<file path="src/rtl/s1_fetch_unit.sv">
// Stage-1 fetch unit of the 3-stage RV32I core.
// Owns the program counter, drives the synchronous-read BIOS/IMEM address
// ports from pc_next, selects the returning word for stage 2 and keeps the
// cycle / fetch counters read through the CSR/MMIO path.
module s1_fetch_unit #(
  parameter logic [31:0] RESET_PC = 32'h4000_0000,
  parameter logic [31:0] NOP      = 32'h0000_0013
) (
  input  logic        clk,
  input  logic        rst,
  input  logic [1:0]  pc_sel,
  input  logic [31:0] alu_target,
  input  logic [31:0] jal_target,
  input  logic        stall,
  input  logic        kill_s2,
  input  logic        cnt_clr,
  input  logic [31:0] bios_dout,
  input  logic [31:0] imem_dout,
  output logic [11:0] bios_addr,
  output logic [13:0] imem_addr,
  output logic [31:0] pc_s2,
  output logic [31:0] instruction_s2,
  output logic        valid_s2,
  output logic [31:0] cycle_cnt,
  output logic [31:0] fetch_cnt
);

  typedef enum logic [1:0] {
    SEL_SEQ = 2'd0,
    SEL_ALU = 2'd1,
    SEL_JAL = 2'd2,
    SEL_RST = 2'd3
  } pc_sel_e;

  localparam logic [31:0] RESET_PC_M4 = RESET_PC - 32'd4;

  pc_sel_e     sel;
  logic [31:0] pc_f;
  logic [31:0] pc_next;
  logic        valid_f;
  logic        valid_next;
  logic [31:0] fetch_word;
  logic        hold;

  assign sel  = pc_sel_e'(pc_sel);
  // A stall only freezes fetch when no redirect is requested.
  assign hold = stall && (sel == SEL_SEQ);

  // Next-PC select: redirects first, then stall hold, then sequential.
  always_comb begin
    pc_next = pc_f + 32'd4;
    unique case (sel)
      SEL_ALU: pc_next = {alu_target[31:2], 2'b00};
      SEL_JAL: pc_next = {jal_target[31:2], 2'b00};
      SEL_RST: pc_next = RESET_PC;
      default: pc_next = hold ? pc_f : pc_f + 32'd4;
    endcase
  end

  // Next fetch-valid: bubble after a reset-vector jump, held while stalled.
  always_comb begin
    valid_next = 1'b1;
    if (sel == SEL_RST) begin
      valid_next = 1'b0;
    end else if (hold) begin
      valid_next = valid_f;
    end
  end

  // Memories are addressed with pc_next so their data lines up with pc_f.
  assign bios_addr = pc_next[13:2];
  assign imem_addr = pc_next[15:2];

  // Source memory is chosen from the registered PC, matching the read latency.
  always_comb begin
    fetch_word = pc_f[30] ? bios_dout : imem_dout;
  end

  assign pc_s2          = pc_f;
  assign valid_s2       = valid_f & ~kill_s2;
  assign instruction_s2 = valid_s2 ? fetch_word : NOP;

  // PC and fetch-valid registers.
  always_ff @(posedge clk or posedge rst) begin
    if (rst) begin
      pc_f    <= RESET_PC_M4;
      valid_f <= 1'b0;
    end else begin
      pc_f    <= pc_next;
      valid_f <= valid_next;
    end
  end

  // Free-running cycle counter; clear wins over increment.
  always_ff @(posedge clk or posedge rst) begin
    if (rst) begin
      cycle_cnt <= '0;
    end else if (cnt_clr) begin
      cycle_cnt <= '0;
    end else begin
      cycle_cnt <= cycle_cnt + 32'd1;
    end
  end

  // Counts instructions actually handed to stage 3; clear wins over increment.
  always_ff @(posedge clk or posedge rst) begin
    if (rst) begin
      fetch_cnt <= '0;
    end else if (cnt_clr) begin
      fetch_cnt <= '0;
    end else if (valid_s2 && !stall) begin
      fetch_cnt <= fetch_cnt + 32'd1;
    end
  end

endmodule

</file>
<file path="config.mk">
export PLATFORM = sky130hd
export DESIGN_NAME = s1_fetch_unit
export DESIGN_NICKNAME = d
export VERILOG_FILES = /design/src/rtl/s1_fetch_unit.sv
export SDC_FILE = /design/constraint.sdc
export NUM_CORES = 1
export LEC_CHECK = 0
export CORE_MARGIN = 4
export CORE_UTILIZATION = 40
export CTS_CLUSTER_SIZE = 12
export DETAILED_ROUTE_END_ITERATION = 16
export DONT_BUFFER_PORTS = 1
export PLACE_DENSITY_LB_ADDON = 0.3
export SLEW_MARGIN = 20
export SYNTH_ARGS = -nofsm -noshare
export SYNTH_HDL_FRONTEND = slang
export SYNTH_SLANG_ARGS = --single-unit
</file>
<file path="constraint.sdc">
create_clock -name clk -period 3.04 [get_ports clk]
set_input_delay 0.608 -clock clk [delete_from_list [all_inputs] [get_ports clk]]
set_output_delay 0.608 -clock clk [all_outputs]
set_load 0.005 [all_outputs]
</file>
==> out/summary.json <==
{
  "synth_cells": 667,
  "synth_seq_cells": 95,
  "vias_after_detailed_routing": 4944,
  "port_buffers": 0,
  "timing.hold.worst.class": "in2async",
  "final_layout_size_suffix_gt1_share_pct": 12.8,
  "layoutNonFillerInstCount": 816,
  "net-switching-power_w": 0.000810,
  "clk_latency_ns": 0.35,
  "required_ns": 2.43,
  "startpoint_type": "flop",
  "syn_area_sq_mm": 0.00610,
  "crit_top_cell": "sky130_fd_sc_hd__and3_1",
  "critPathMaxStageDelay_ns": 0.61,
  "post_cts_hold_buffer_count": 0,
  "ctsRootBufferMaster": "sky130_fd_sc_hd__clkbuf_16",
  "combinational_group_share_of_total_power_pct": 11.9,
  "diodes": 0,
  "dpl.cell_count": 800,
  "status": "completed",
  "yosysTopAreaCell": "sky130_fd_sc_hd__dfrtp_1",
  "route.antenna.remaining_nets": 0,
  "worstReg2RegStart": "pc_s2[9]",
  "cp-end-kind": "output pin",
  "ys_seq_area_share_pct": 39.5,
  "floorplan.die.width_um": 132,
  "synth.avg_cell_area_sq_um": 9.15,
  "largest_net_degree_at_the_start_of_global_routing": 67,
  "floorplan.initialDensity_pct": 41.4,
  "critical_path_peak_fanout": 7,
  "cts_max_path_buffers": 2,
  "critical_path.n_buffers_inverters": 0,
  "drt_first_iter_violations": 285,
  "antenna_violations_before_repair": 0,
  "timing.critical_path.max_delay_family": "simple AND/OR/NAND/NOR gates",
  "tritoncts": "yes",
  "async_reset_ff_share_pct": 100,
  "drt_wl_total_um": 17700,
  "switching_share_pct": 28.2,
  "reg2reg_to": "pc_s2[29]",
  "detail_route.wl_per_cell_um": 21.7,
  "synth_cell_types": 58,
  "area_delta_synth_final_pct": 4.63,
  "reg2reg_depth": 5,
  "yosys-top-cells-count": "sky130_fd_sc_hd__nor2_1, sky130_fd_sc_hd__dfrtp_1, sky130_fd_sc_hd__nand2_1, sky130_fd_sc_hd__xor2_1, sky130_fd_sc_hd__nand3_1",
  "setup_violations": 0,
  "die_area_sq_mm": 0.0173,
  "post-route-drc-count": 0,
  "maxCapViolCount": 0,
  "coreArea_sq_mm": 0.0148,
  "timing.final.max_slew_violations": 0,
  "final.min_clock_period_ns": 2.84,
  "crit_chain": "and4_1 -> and3_1 -> and3_1 -> xnor2_1 -> a21oi_1",
  "clock_network_power_share_pct": 38.3,
  "ys_dominant_reg_cell": "sky130_fd_sc_hd__dfrtp_1",
  "num-fill-cells": 1429,
  "fmax_mhz": 352,
  "share_of_the_synthesized_area_in_the_top_cell_type_pct": 27.5,
  "placement_rows": 44,
  "place.detailed.hpwl_um": 13500,
  "crit_type": "reg2out",
  "period_share_pct": 93.4,
  "max-vdd-ir-drop_mv": 0.228,
  "seqPwrFrac_pct": 49.7,
  "finalClockSkew_ns": 0.00646,
  "power-per-cell-area_mw_per_mm2": 449,
  "first_global_vias": 4925,
  "cts_inserted_buffers": 9,
  "report.final.hold_viol_count": 0,
  "gp_routability_congestion": 0.875,
  "worst_pin_slew_ns": 0.972,
  "timing.final.ws_setup_ns": 0.200,
  "synthTopCellsByArea": "sky130_fd_sc_hd__dfrtp_1, sky130_fd_sc_hd__dfstp_2, sky130_fd_sc_hd__nor2_1",
  "grt_overflow": 0,
  "tns_ns": 0,
  "avgViaCountPerCell": 6.06,
  "slew-limit-headroom_pct": 34.9,
  "floorplan.die.height_um": 132,
  "clkSinkCount": 95,
  "fin_hold_ws_ns": 0.139,
  "post_cts_buffers": 0,
  "clock_tree.htree_level_count": 3,
  "yosys.cell_count.top_type": "sky130_fd_sc_hd__nor2_1",
  "post_cts_resize_count": 0,
  "power.internal_w": 0.00206,
  "post-place-ws_ns": 0.418,
  "grt_pass1_wl_um": 28000,
  "drt_pre_antenna_iters": 4,
  "clk_transition_reported_paths_ns": 0.07,
  "timing.critical_path.arrival_ns": 2.23,
  "cp_slowest_cell": "sky130_fd_sc_hd__dfstp_2",
  "design.final.nets": 770,
  "pin_count": 290,
  "worst-r2r-setup-slack_ns": 0.87,
  "yosys_synthesis_warning_count": 0,
  "number_of_flops_mapped_to_enable_cells_by_yosys": 0,
  "final_total_power_w": 0.00287,
  "grt_setup_unrepaired": "no",
  "cellLeakagePower_nw": 2.53,
  "grt_resource_usage_total_pct": 19.6
}
per-layer routing:
metal	routed length, um	share of wire (%)	up-vias	track usage (%)
li1	-	-	2282	-
met1	7100	40	2404	23.9
met2	8750	49	235	32.8
met3	1590	9.0	23	6.73
met4	256	1.4	0	6.18
met5	0	0	-	0
state kept, by name, indices dropped and copies added (netlist names):
register / cells
fetch_cnt: 32
valid_f: 1
cycle_cnt: 32
pc_s2: 30
stage by stage:
stage | instance area, sq um | utilization (%)
after floorplan | 6110 | -
after global placement | 6100 | 41.4
after detailed placement | 6100 | 41.4
after CTS | 6390 | 43.3
after global routing | 6390 | 43.3
final | 6390 | 43.3
logic make-up (layout without fill, tap and decap cells):
kind of cell | Yosys count | count (layout) | synth area share [%]
buffers and inverters | 75 | 39 | 6.58
muxes | 33 | 33 | 5.41
AOI/OAI and AO/OA | 99 | 99 | 10.8
and+or+nand+nor | 287 | 287 | 26.1
xor gates and xnor gates | 69 | 69 | 9.90
DFF | 95 | 95 | 39.5
other | 1 | 2 | 0.0614
adders and majority gates | 8 | 8 | 1.64
placed cells by master, fill, tap and decap left out, types with 4 or more instances in the layout:
cell type / instances
sky130_fd_sc_hd__inv_1: 8
sky130_fd_sc_hd__and3_1: 14
sky130_fd_sc_hd__or3_1: 10
sky130_fd_sc_hd__buf_4: 12
sky130_fd_sc_hd__clkbuf_16: 9
sky130_fd_sc_hd__nor3_1: 13
sky130_fd_sc_hd__a22o_1: 4
sky130_fd_sc_hd__nor4_1: 4
sky130_fd_sc_hd__dfrtp_1: 66
sky130_fd_sc_hd__a221oi_1: 14
sky130_fd_sc_hd__o21ai_1: 5
sky130_fd_sc_hd__nand4_1: 25
sky130_fd_sc_hd__nand2_1: 40
sky130_fd_sc_hd__dfstp_2: 28
sky130_fd_sc_hd__xor2_1: 40
sky130_fd_sc_hd__and4_1: 13
sky130_fd_sc_hd__mux2i_1: 33
sky130_fd_sc_hd__ha_1: 8
sky130_fd_sc_hd__o21ai_0: 18
sky130_fd_sc_hd__xnor2_1: 29
sky130_fd_sc_hd__nor2_1: 98
sky130_fd_sc_hd__a22oi_1: 14
sky130_fd_sc_hd__nand3_1: 35
sky130_fd_sc_hd__a21oi_1: 26
how the worst max path moves through the flow:
stage,slack (ns),to,cells after the start,from
after floorplan,0.001,cycle_cnt[0],1,rst
after global placement,0.48,imem_addr[5],4,pc_sel[1]
after detailed placement,0.42,imem_addr[13],8,pc_sel[0]
after CTS,0.17,imem_addr[13],5,pc_s2[5]
after global routing,0.02,imem_addr[6],6,pc_s2[2]
final,0.20,bios_addr[9],5,pc_s2[5]
power by group through the flow:
stage / sequential (W) / combinational [W] / clock, W
after floorplan: 0.00142 / 0.000325 / 0
after global placement: 0.00145 / 0.000336 / 0
after detailed placement: 0.00145 / 0.000344 / 0
after CTS: 0.00143 / 0.000345 / 0.00113
after global routing: 0.00144 / 0.000379 / 0.00119
final: 0.00143 / 0.000343 / 0.00110
cell type report:
type / instances / area [sq um] / area share [%]
multi-input combinational: 498 / 3290 / 51.6
sequential: 95 / 2410 / 37.8
inverter: 9 / 36.3 / 0.568
tap: 184 / 230 / 3.60
timing repair buffer: 14 / 130 / 2.04
clock buffer: 11 / 243 / 3.80
clock inverter: 5 / 40.0 / 0.627
worst register-to-register path: cells and delay by family (launching register included):
| family | cells | cell delay, ns |
|---|---|---|
| AOI/OAI and AO/OA | 2 | 0.43 |
| DFF | 1 | 0.61 |
| and+or+nand+nor | 3 | 1.06 |
No activity file was read; power rests on OpenSTA's default activity.
